$ cat src/rtl/next_prime_gen.sv
// Iterative next/previous prime search by trial division with a bit-serial remainder.
// Optional CYCLE_COUNT_EN adds a saturating start-to-done cycle count output.
module next_prime_gen #(
  parameter int WIDTH = 7
) (
  input  logic             clk,
  input  logic             rst,
  input  logic             start,
  input  logic             dir,
  input  logic [WIDTH-1:0] q_in,
  output logic             busy,
  output logic             done,
  output logic [WIDTH-1:0] q_out,
  output logic             none
`ifdef CYCLE_COUNT_EN
  ,
  output logic [15:0]      cycles
`endif
);

  localparam int BW = (WIDTH > 1) ? $clog2(WIDTH) : 1;
  localparam logic [WIDTH-1:0] MAXV = '1;

  typedef enum logic [2:0] {IDLE, TEST, DIV, STEP, FIN} state_t;

  state_t           state_q, state_d;
  logic [WIDTH-1:0] cand_q, cand_d;
  logic             dir_q, dir_d;
  logic [WIDTH-1:0] d_q, d_d;
  logic [WIDTH-1:0] rem_q, rem_d;
  logic [BW-1:0]    bit_q, bit_d;
  logic             busy_q, busy_d;
  logic             done_q, done_d;
  logic [WIDTH-1:0] qout_q, qout_d;
  logic             none_q, none_d;

  logic             accept;
  logic             fin;
  logic             found;
  logic [WIDTH:0]   shl;
  logic [WIDTH-1:0] rem_n;
  logic [WIDTH:0]   d_inc;
  logic [2*WIDTH+1:0] dsq;

  assign accept = start & ~busy_q;

  // One restoring step: shift in the next dividend bit, subtract if it fits.
  always_comb begin
    shl   = {rem_q, cand_q[bit_q]};
    rem_n = (shl >= {1'b0, d_q}) ? WIDTH'(shl - {1'b0, d_q})
                                 : WIDTH'(shl);
    d_inc = {1'b0, d_q} + (WIDTH+1)'(2);
    dsq   = {{(WIDTH+1){1'b0}}, d_inc} * {{(WIDTH+1){1'b0}}, d_inc};
  end

  always_comb begin
    state_d = state_q;
    cand_d  = cand_q;
    dir_d   = dir_q;
    d_d     = d_q;
    rem_d   = rem_q;
    bit_d   = bit_q;
    busy_d  = busy_q;
    done_d  = 1'b0;
    qout_d  = qout_q;
    none_d  = none_q;
    fin     = 1'b0;
    found   = 1'b0;
    case (state_q)
      IDLE, FIN: begin
        state_d = IDLE;
        if (start) begin
          cand_d  = q_in;
          dir_d   = dir;
          busy_d  = 1'b1;
          state_d = TEST;
        end
      end
      TEST: begin
        if (cand_q < WIDTH'(2)) begin
          state_d = STEP;
        end else if (cand_q == WIDTH'(2) || cand_q == WIDTH'(3)) begin
          fin   = 1'b1;
          found = 1'b1;
        end else if (!cand_q[0]) begin
          state_d = STEP;
        end else begin
          d_d     = WIDTH'(3);
          rem_d   = '0;
          bit_d   = BW'(WIDTH-1);
          state_d = DIV;
        end
      end
      DIV: begin
        rem_d = rem_n;
        bit_d = bit_q - BW'(1);
        if (bit_q == '0) begin
          if (rem_n == '0) begin
            state_d = STEP;
          end else if (dsq > {{(WIDTH+2){1'b0}}, cand_q}) begin
            fin   = 1'b1;
            found = 1'b1;
          end else begin
            d_d   = d_inc[WIDTH-1:0];
            rem_d = '0;
            bit_d = BW'(WIDTH-1);
          end
        end
      end
      STEP: begin
        if (!dir_q) begin
          if (cand_q == MAXV) begin
            fin = 1'b1;
          end else begin
            cand_d  = cand_q + WIDTH'(1);
            state_d = TEST;
          end
        end else begin
          if (cand_q <= WIDTH'(2)) begin
            fin = 1'b1;
          end else begin
            cand_d  = cand_q - WIDTH'(1);
            state_d = TEST;
          end
        end
      end
      default: state_d = IDLE;
    endcase
    if (fin) begin
      state_d = FIN;
      busy_d  = 1'b0;
      done_d  = 1'b1;
      qout_d  = found ? cand_q : '0;
      none_d  = ~found;
    end
  end

  always_ff @(posedge clk or posedge rst) begin
    if (rst) begin
      state_q <= IDLE;
      cand_q  <= '0;
      dir_q   <= 1'b0;
      d_q     <= '0;
      rem_q   <= '0;
      bit_q   <= '0;
      busy_q  <= 1'b0;
      done_q  <= 1'b0;
      qout_q  <= '0;
      none_q  <= 1'b0;
    end else begin
      state_q <= state_d;
      cand_q  <= cand_d;
      dir_q   <= dir_d;
      d_q     <= d_d;
      rem_q   <= rem_d;
      bit_q   <= bit_d;
      busy_q  <= busy_d;
      done_q  <= done_d;
      qout_q  <= qout_d;
      none_q  <= none_d;
    end
  end

  assign busy  = busy_q;
  assign done  = done_q;
  assign q_out = qout_q;
  assign none  = none_q;

`ifdef CYCLE_COUNT_EN
  logic [15:0] cnt_q, cnt_d;
  logic [15:0] cyc_q, cyc_d;
  logic [15:0] cnt_inc;

  // cnt_q already includes the accepting cycle, so +1 covers the done cycle.
  always_comb begin
    cnt_inc = (cnt_q == 16'hFFFF) ? cnt_q : cnt_q + 16'd1;
    cnt_d   = cnt_q;
    cyc_d   = cyc_q;
    if (accept) begin
      cnt_d = 16'd2;
    end else if (busy_q) begin
      cnt_d = cnt_inc;
    end
    if (fin) begin
      cyc_d = cnt_inc;
    end
  end

  always_ff @(posedge clk or posedge rst) begin
    if (rst) begin
      cnt_q <= '0;
      cyc_q <= '0;
    end else begin
      cnt_q <= cnt_d;
      cyc_q <= cyc_d;
    end
  end

  assign cycles = cyc_q;
`else
  logic unused_accept;
  assign unused_accept = accept;
`endif

endmodule

$ cat config.mk
export PLATFORM = sky130hd
export DESIGN_NAME = next_prime_gen
export DESIGN_NICKNAME = d
export VERILOG_FILES = /design/src/rtl/next_prime_gen.sv
export SDC_FILE = /design/constraint.sdc
export NUM_CORES = 1
export LEC_CHECK = 0
export ABC_AREA = 1
export CORE_ASPECT_RATIO = 1.2
export CORE_UTILIZATION = 65
export DETAILED_ROUTE_END_ITERATION = 10
export PLACE_DENSITY = 0.85
export SLEW_MARGIN = 20
export SYNTH_ARGS = -nofsm -noshare
export SYNTH_HDL_FRONTEND = slang
export SYNTH_SLANG_ARGS = --single-unit
export TNS_END_PERCENT = 5
$ cat constraint.sdc
create_clock -name clk -period 10.8 [get_ports clk]
set_clock_uncertainty 0.1 [all_clocks]
set_input_delay 2.16 -clock clk [delete_from_list [all_inputs] [get_ports clk]]
set_output_delay 2.16 -clock clk [all_outputs]
set_load 0.01 [all_outputs]
==> results.toml <==
[yosys]
postSynth.topFlopCell = "sky130_fd_sc_hd__dfrtp_1"
synth-async-reset-ratio_pct = 100
synth-seq-cells = 38
synth_edf_count = 0
synthesis.yosys.warnings = 0
post_synth_num_cell_types = 41
synth_area_per_cell_um2 = 7.01
sequential_area_share_after_synthesis_pct = 19.7
netlist_instances = 687
syn_area_mm2 = 0.00482

[clock_network]
post_cts_hold_buffer_count = 0
cts_tree = "built"
postCtsSetupBuffers = 0
cts_inserted_buffers = 5
clockRootBuffer = "sky130_fd_sc_hd__clkbuf_8"
clock_insertion_delay_worst_skew_ns = 0.30
clock_sink_count = 38
cts-resized-gates = 0
ctsHtreeMaxLevel = 2
clkSlewWorstSetupHoldPaths_ns = 0.08
cts_buffer_depth = 2

[timing]
finalCriticalPeriod_ns = 6.07
min_period_over_period_pct = 56.2
worst_slew_slack_as_a_fraction_of_its_limit_pct = 54.9
slew_viol_final = 0
final.setup.tns_ns = 0
fmax_mhz = 165
final-hold-violation-count = 0
timing_worst_slew_pin_value_ns = 0.673
timing.final.setup_violations = 0
rsz0062_at_grt = "false"

[worst_setup_path]
worstPathBufferInverterCount = 6
setup.worst_path.end_class = "flip-flop"
critical-path-top-delay-family = "adder cells"
crit_path_most_repeated_cell = "sky130_fd_sc_hd__nand2_1"
critical-path-slowest-cell = "sky130_fd_sc_hd__fa_1"
startpoint_class_of_the_critical_path = "flip-flop"
crit_type = "flip-flop to flip-flop"
crit_path_max_fo = 12
critPathRequiredTime_ns = 10.88
reg2reg_from = "d_q[1]"
critical-path-max-stage-delay_ns = 0.56
critical_path_arrival_ns = 6.15
critical_path.startpoint = "d_q[1]"

[grt]
grt_use_total_pct = 32.3
antenna_found_initial = 0
vias_in_the_first_global_route = 4476
grt_pass1_wl_um = 19400
use_met2_pct = 61.2
grt_start_max_net_pins = 39
grt_overflow_total = 0
global_route.usage.met3_pct = 3.79
met1_routing_resource_usage_after_global_routing_pct = 35.7
globalRoute.busiestLayer = "met2"

[layout]
final_net_count = 798
seq_area_um2 = 951
multiInputGateArea_mm2 = 0.00332
fill_cells = 593
layoutNonFillerInstCount = 802
area.growth.synth_to_final_pct = 9.24
n_antenna_cell = 0
layout_common_cells = "180 x sky130_fd_sc_hd__nand2_1, 134 x sky130_fd_sc_hd__inv_1, 57 x sky130_fd_sc_hd__nor2_1"
final_common_cell = "sky130_fd_sc_hd__nand2_1"
drive_above_1_share_pct = 8.01
final_design_area_no_fill_mm2 = 0.00526

[power]
power_per_cell_area_mw_per_mm2 = 282
netSwitchingFraction_pct = 53.5
p_seq_share_pct = 17.8
power_switching_mw = 0.794
clock_power_share_pct = 10.3
p_int_mw = 0.690
power.total_mw = 1.48
static-leakage-power_nw = 2.91
pwr-share-comb_pct = 71.8
max-vdd-ir-drop_mv = 0.224

[floorplanning]
initial_utilization_pct = 66.6
die_h_um = 96.3
core_region_area_mm2 = 0.00723
std_cell_rows = 34
fp.dieW_um = 80.6
die_area_mm2 = 0.00776
pin_count = 21

[place]
dp_cells = 794
port_buffers = 20
gpl.final_weighted_congestion = 0.951
dp.final_hpwl_um = 9360
post_dp_cell_area_mm2 = 0.00512

[job]
drv_cap = 0

[routing]
via_total_after_detailed_routing = 4530
drt_drc_violations_left = 0
antenna_left = 0
drt-pass1-iter-count = 5
route.detailed.vias_per_inst = 5.65
dr.first_iter.drc_count = 241
wl_per_cell_um = 14.6
drt-total-wl_um = 11700

[min_path]
hold_path.class = "flip-flop to flip-flop"
hold_start = "rem_q[4]"

[run_status]
status = "completed"
==> cells in the mapped netlist (3+ instances only) <==
library cell / instances / area, um^2
sky130_fd_sc_hd__nand2_1: 180 / 676
sky130_fd_sc_hd__inv_1: 134 / 503
sky130_fd_sc_hd__nor2_1: 57 / 214
sky130_fd_sc_hd__ha_1: 52 / 651
sky130_fd_sc_hd__dfrtp_1: 38 / 951
sky130_fd_sc_hd__nand3_1: 38 / 190
sky130_fd_sc_hd__fa_1: 24 / 480
sky130_fd_sc_hd__o21ai_0: 22 / 110
sky130_fd_sc_hd__nand4_1: 20 / 125
sky130_fd_sc_hd__a21oi_1: 15 / 75.1
sky130_fd_sc_hd__nor2_2: 14 / 87.6
sky130_fd_sc_hd__xor2_1: 13 / 114
sky130_fd_sc_hd__nand2_2: 10 / 62.6
sky130_fd_sc_hd__nor3_1: 8 / 40.0
sky130_fd_sc_hd__xnor2_1: 8 / 70.1
sky130_fd_sc_hd__o21bai_1: 7 / 52.6
sky130_fd_sc_hd__nand3_4: 5 / 87.6
sky130_fd_sc_hd__inv_2: 4 / 15.0
sky130_fd_sc_hd__nand3b_1: 4 / 30.0
sky130_fd_sc_hd__a31o_2: 3 / 26.3
sky130_fd_sc_hd__buf_2: 3 / 15.0
sky130_fd_sc_hd__nand2_4: 3 / 33.8
sky130_fd_sc_hd__o22ai_1: 3 / 18.8
==> state kept, by name (all words and copies together) (netlist names) <==
signal / flops
bit_q: 3
busy: 1
cand_q: 7
d_q: 7
dir_q: 1
done: 1
none: 1
q_out: 7
rem_q: 7
state_q: 3
==> layer usage <==
layer,vias up,wire length [um]
li1,2191,-
met1,2161,4580
met2,138,6200
met3,40,496
met4,0,406
met5,-,0
==> cell type report <==
class	instances	area share, %
clock buffers	6	1.57
clock inverters	2	1.14
inverters	140	9.98
multi-input cells	505	63.2
flip-flops and latches	38	18.1
well taps	90	2.14
repair buffers	21	3.95
==> power groups by stage <==
stage / clock [mW] / combinational, mW / sequential [mW]
finish: 0.153 / 1.07 / 0.265
global route: 0.159 / 1.21 / 0.270
CTS: 0.154 / 1.06 / 0.262
detailed placement: 0 / 1.05 / 0.263
global placement: 0 / 0.996 / 0.262
floorplan: 0 / 0.818 / 0.246
==> worst min-delay path: stages (launching register included) <==
cell and delay, ns:
sky130_fd_sc_hd__dfrtp_1 0.38, sky130_fd_sc_hd__nand2_1 0.06, sky130_fd_sc_hd__o21ai_0 0.07
==> final timing paths <==
check	endpoint	slack [ns]	cells after the start
max in group asynchronous	d_q[6]	8.05	3
worst min-delay path	rem_q[4]	0.43	2
min in group asynchronous	done	2.18	3
worst max-delay path	q_out[2]	4.73	29
worst max register to register	q_out[2]	4.73	29
worst min register to register	rem_q[4]	0.43	2
==> per-stage QoR <==
stage / utilization (%) / setup slack [ns] / hold slack (ns)
after floorplan: - / 5.46 / 0.378
after global placement: 70.7 / 4.96 / 0.405
after detailed placement: 70.7 / 4.78 / 0.414
after CTS: 72.7 / 4.76 / 0.433
after global routing: 72.8 / 4.31 / 0.446
final: 72.8 / 4.73 / 0.435
==> kinds of logic after synthesis <==
logic type,after synthesis,synth area share (%)
compound gates,60,7.66
xor+xnor,22,4.15
fa+ha+maj,76,23.5
buf+inv,146,11.5
flops,38,19.7
other cells,1,0.0778
simple gates,344,33.4
Note: power is estimated with default switching activity, not from simulation.
==> patch: new RTL, same settings <==
Register the output `q_out` once more, cleared by the reset; this adds one clock of latency there. The other outputs are not delayed to match.
--- a/src/rtl/next_prime_gen.sv
+++ b/src/rtl/next_prime_gen.sv
@@ -163,7 +163,13 @@
 
   assign busy  = busy_q;
   assign done  = done_q;
-  assign q_out = qout_q;
+  always_ff @(posedge clk or posedge rst) begin
+    if (rst) begin
+      q_out <= '0;
+    end else begin
+      q_out <= qout_q;
+    end
+  end
   assign none  = none_q;
 
 `ifdef CYCLE_COUNT_EN
Formal check against the unedited RTL: not equivalent (Yosys sat finds a counterexample within 4 cycles, from zero or initial values and one cycle with rst high).
==> patch against the unedited design <==
Sequential cell count is 7 higher; non-clock buffer count stayed put; area after synthesis is 1.6% higher; fmax is 2.5% lower; cell area is 1.1% higher; synthesized cell count is 0.29% higher; routed wire length is 2.9% lower; total power is 12% lower; setup slack worse by 0.15 ns; critical path depth stayed put; global-route usage is 1.5 points lower; critical path type unchanged; largest cell class unchanged; largest power group unchanged.
==> patch: results (changes against the unedited design) <==
<table>
<tr><th>Metric</th><th>Value</th></tr>
<tr><th colspan="2">Status</th></tr>
<tr><td>Run status</td><td>finished clean</td></tr>
<tr><th colspan="2">Cells and area</th></tr>
<tr><td>Ratio of cells with drive above 1 in the final layout</td><td>0.06592 (-0.01414)</td></tr>
<tr><td>Number of nets in the final layout</td><td>799 (+0.13%)</td></tr>
<tr><td>Number of filler cells placed in the layout</td><td>575 (-3.0%)</td></tr>
<tr><th colspan="2">Worst setup path</th></tr>
<tr><td>Largest incremental delay on the critical path</td><td>0.59 ns (+0.03 ns)</td></tr>
<tr><td>Crit-path max FO</td><td>14 (+2)</td></tr>
<tr><td>Crit path max-delay cell type</td><td>dfrtp_1</td></tr>
<tr><th colspan="2">Drt</th></tr>
<tr><td>Routed length per placed instance</td><td>14.13 µm (-3.0%)</td></tr>
<tr><td>Initial DRC Count</td><td>356 (+48%)</td></tr>
<tr><td>Detailed-route vias per instance</td><td>5.575 (-1.3%)</td></tr>
<tr><td>Final wirelength</td><td>11.34 mm (-2.9%)</td></tr>
<tr><th colspan="2">Power</th></tr>
<tr><td>Power density cells</td><td>246.5 mW/mm² (-13%)</td></tr>
<tr><td>Switching fraction of total power</td><td>0.5148 (-0.02007)</td></tr>
<tr><td>Worst VDD drop</td><td>0.1754 mV (-22%)</td></tr>
<tr><td>Static leakage power</td><td>0.003034 µW (+4.4%)</td></tr>
<tr><td>Power Combinational</td><td>864 µW (-19%)</td></tr>
<tr><th colspan="2">Global routing</th></tr>
<tr><td>Pin count of the biggest net entering global routing</td><td>46 (+18%)</td></tr>
<tr><td>First-pass GRT wire length</td><td>19.02 mm (-1.7%)</td></tr>
<tr><td>Overall fraction of global-route tracks in use</td><td>0.3085 (-0.01466)</td></tr>
<tr><th colspan="2">Logic synthesis</th></tr>
<tr><td>Average footprint of a synthesized cell</td><td>7.102 µm² (+1.3%)</td></tr>
<tr><td>Share of synthesized area occupied by flip-flops and latches</td><td>0.2301 (+0.03277)</td></tr>
<tr><td>Top post-synthesis cells by count</td><td>192 x nand2_1, 130 x inv_1, 57 x nor2_1</td></tr>
<tr><th colspan="2">Place</th></tr>
<tr><td>Placed Instance Area</td><td>0.005185 mm² (+1.3%)</td></tr>
<tr><td>Setup slack after placement</td><td>4.670 ns (-0.1083 ns)</td></tr>
<tr><td>Final HPWL from detailed placement</td><td>9.191 mm (-1.8%)</td></tr>
<tr><td>Routability cong.</td><td>0.9193 (-3.3%)</td></tr>
<tr><th colspan="2">Timing</th></tr>
<tr><td>Transition time at the pin with the least slew margin</td><td>0.7235 ns (+0.05093 ns)</td></tr>
</table>
[patch: cell types whose count changed in the layout (fill, tap and decap cells not counted), moves of 4 or more]
cell      unedited run  this run
o21bai_1             7         3
nand3_1             38        47
nand3_4              5         1
nand4_1             20        16
nor2_2              14         6
inv_1              134       129
dfrtp_1             38        45
nand2_2             10         4
nand2_1            180       192
o21ai_0             22        15
inv_2                4        11
[patch: layer usage]
metal,share of wire,vias up,GRT usage
li1,-,2192,-
met1,0.38,2125,0.3531
met2,0.54,129,0.5579
met3,0.043,31,0.03774
met4,0.034,0,0.1319
met5,0,-,0
[patch: path summary, 6_finish.rpt]
kind	end	startpoint	slack, ns	depth (start not counted)
worst max register to register	qout_q[2]$_DFFE_PP0P_	d_q[1]$_DFFE_PP0P_	4.58	29
min in group asynchronous	rem_q[4]$_DFFE_PP0P_	rst	2.20	3
max in group asynchronous	rem_q[2]$_DFFE_PP0P_	rst	8.03	3
worst max-delay path	qout_q[2]$_DFFE_PP0P_	d_q[1]$_DFFE_PP0P_	4.58	29
worst min-delay path	q_out[6]$_DFF_PP0_	qout_q[6]$_DFFE_PP0P_	0.30	0
worst min register to register	q_out[6]$_DFF_PP0_	qout_q[6]$_DFFE_PP0P_	0.30	0
[patch: area by class of cell]
class                      count  area (µm²)  share of cell area
inverter                     142       533.0              0.1001
clock buffer                   5       68.82             0.01293
sequential                    45        1126              0.2115
tap                           90       112.6             0.02115
clock inverter                 3       65.06             0.01222
timing repair buffer          21       207.7             0.03901
multi-input combinational    497        3211              0.6031
[patch: cells by family after synthesis]
kind of cell,count (synthesis),share of synthesized area
AND/OR/NAND/NOR,344,0.3122
buffers and inverters,149,0.1163
adder cells (fa/ha/maj),76,0.2311
AO/OA/AOI/OAI,53,0.07185
flip-flops,45,0.2301
XOR/XNOR,21,0.03759
other,1,0.0007663
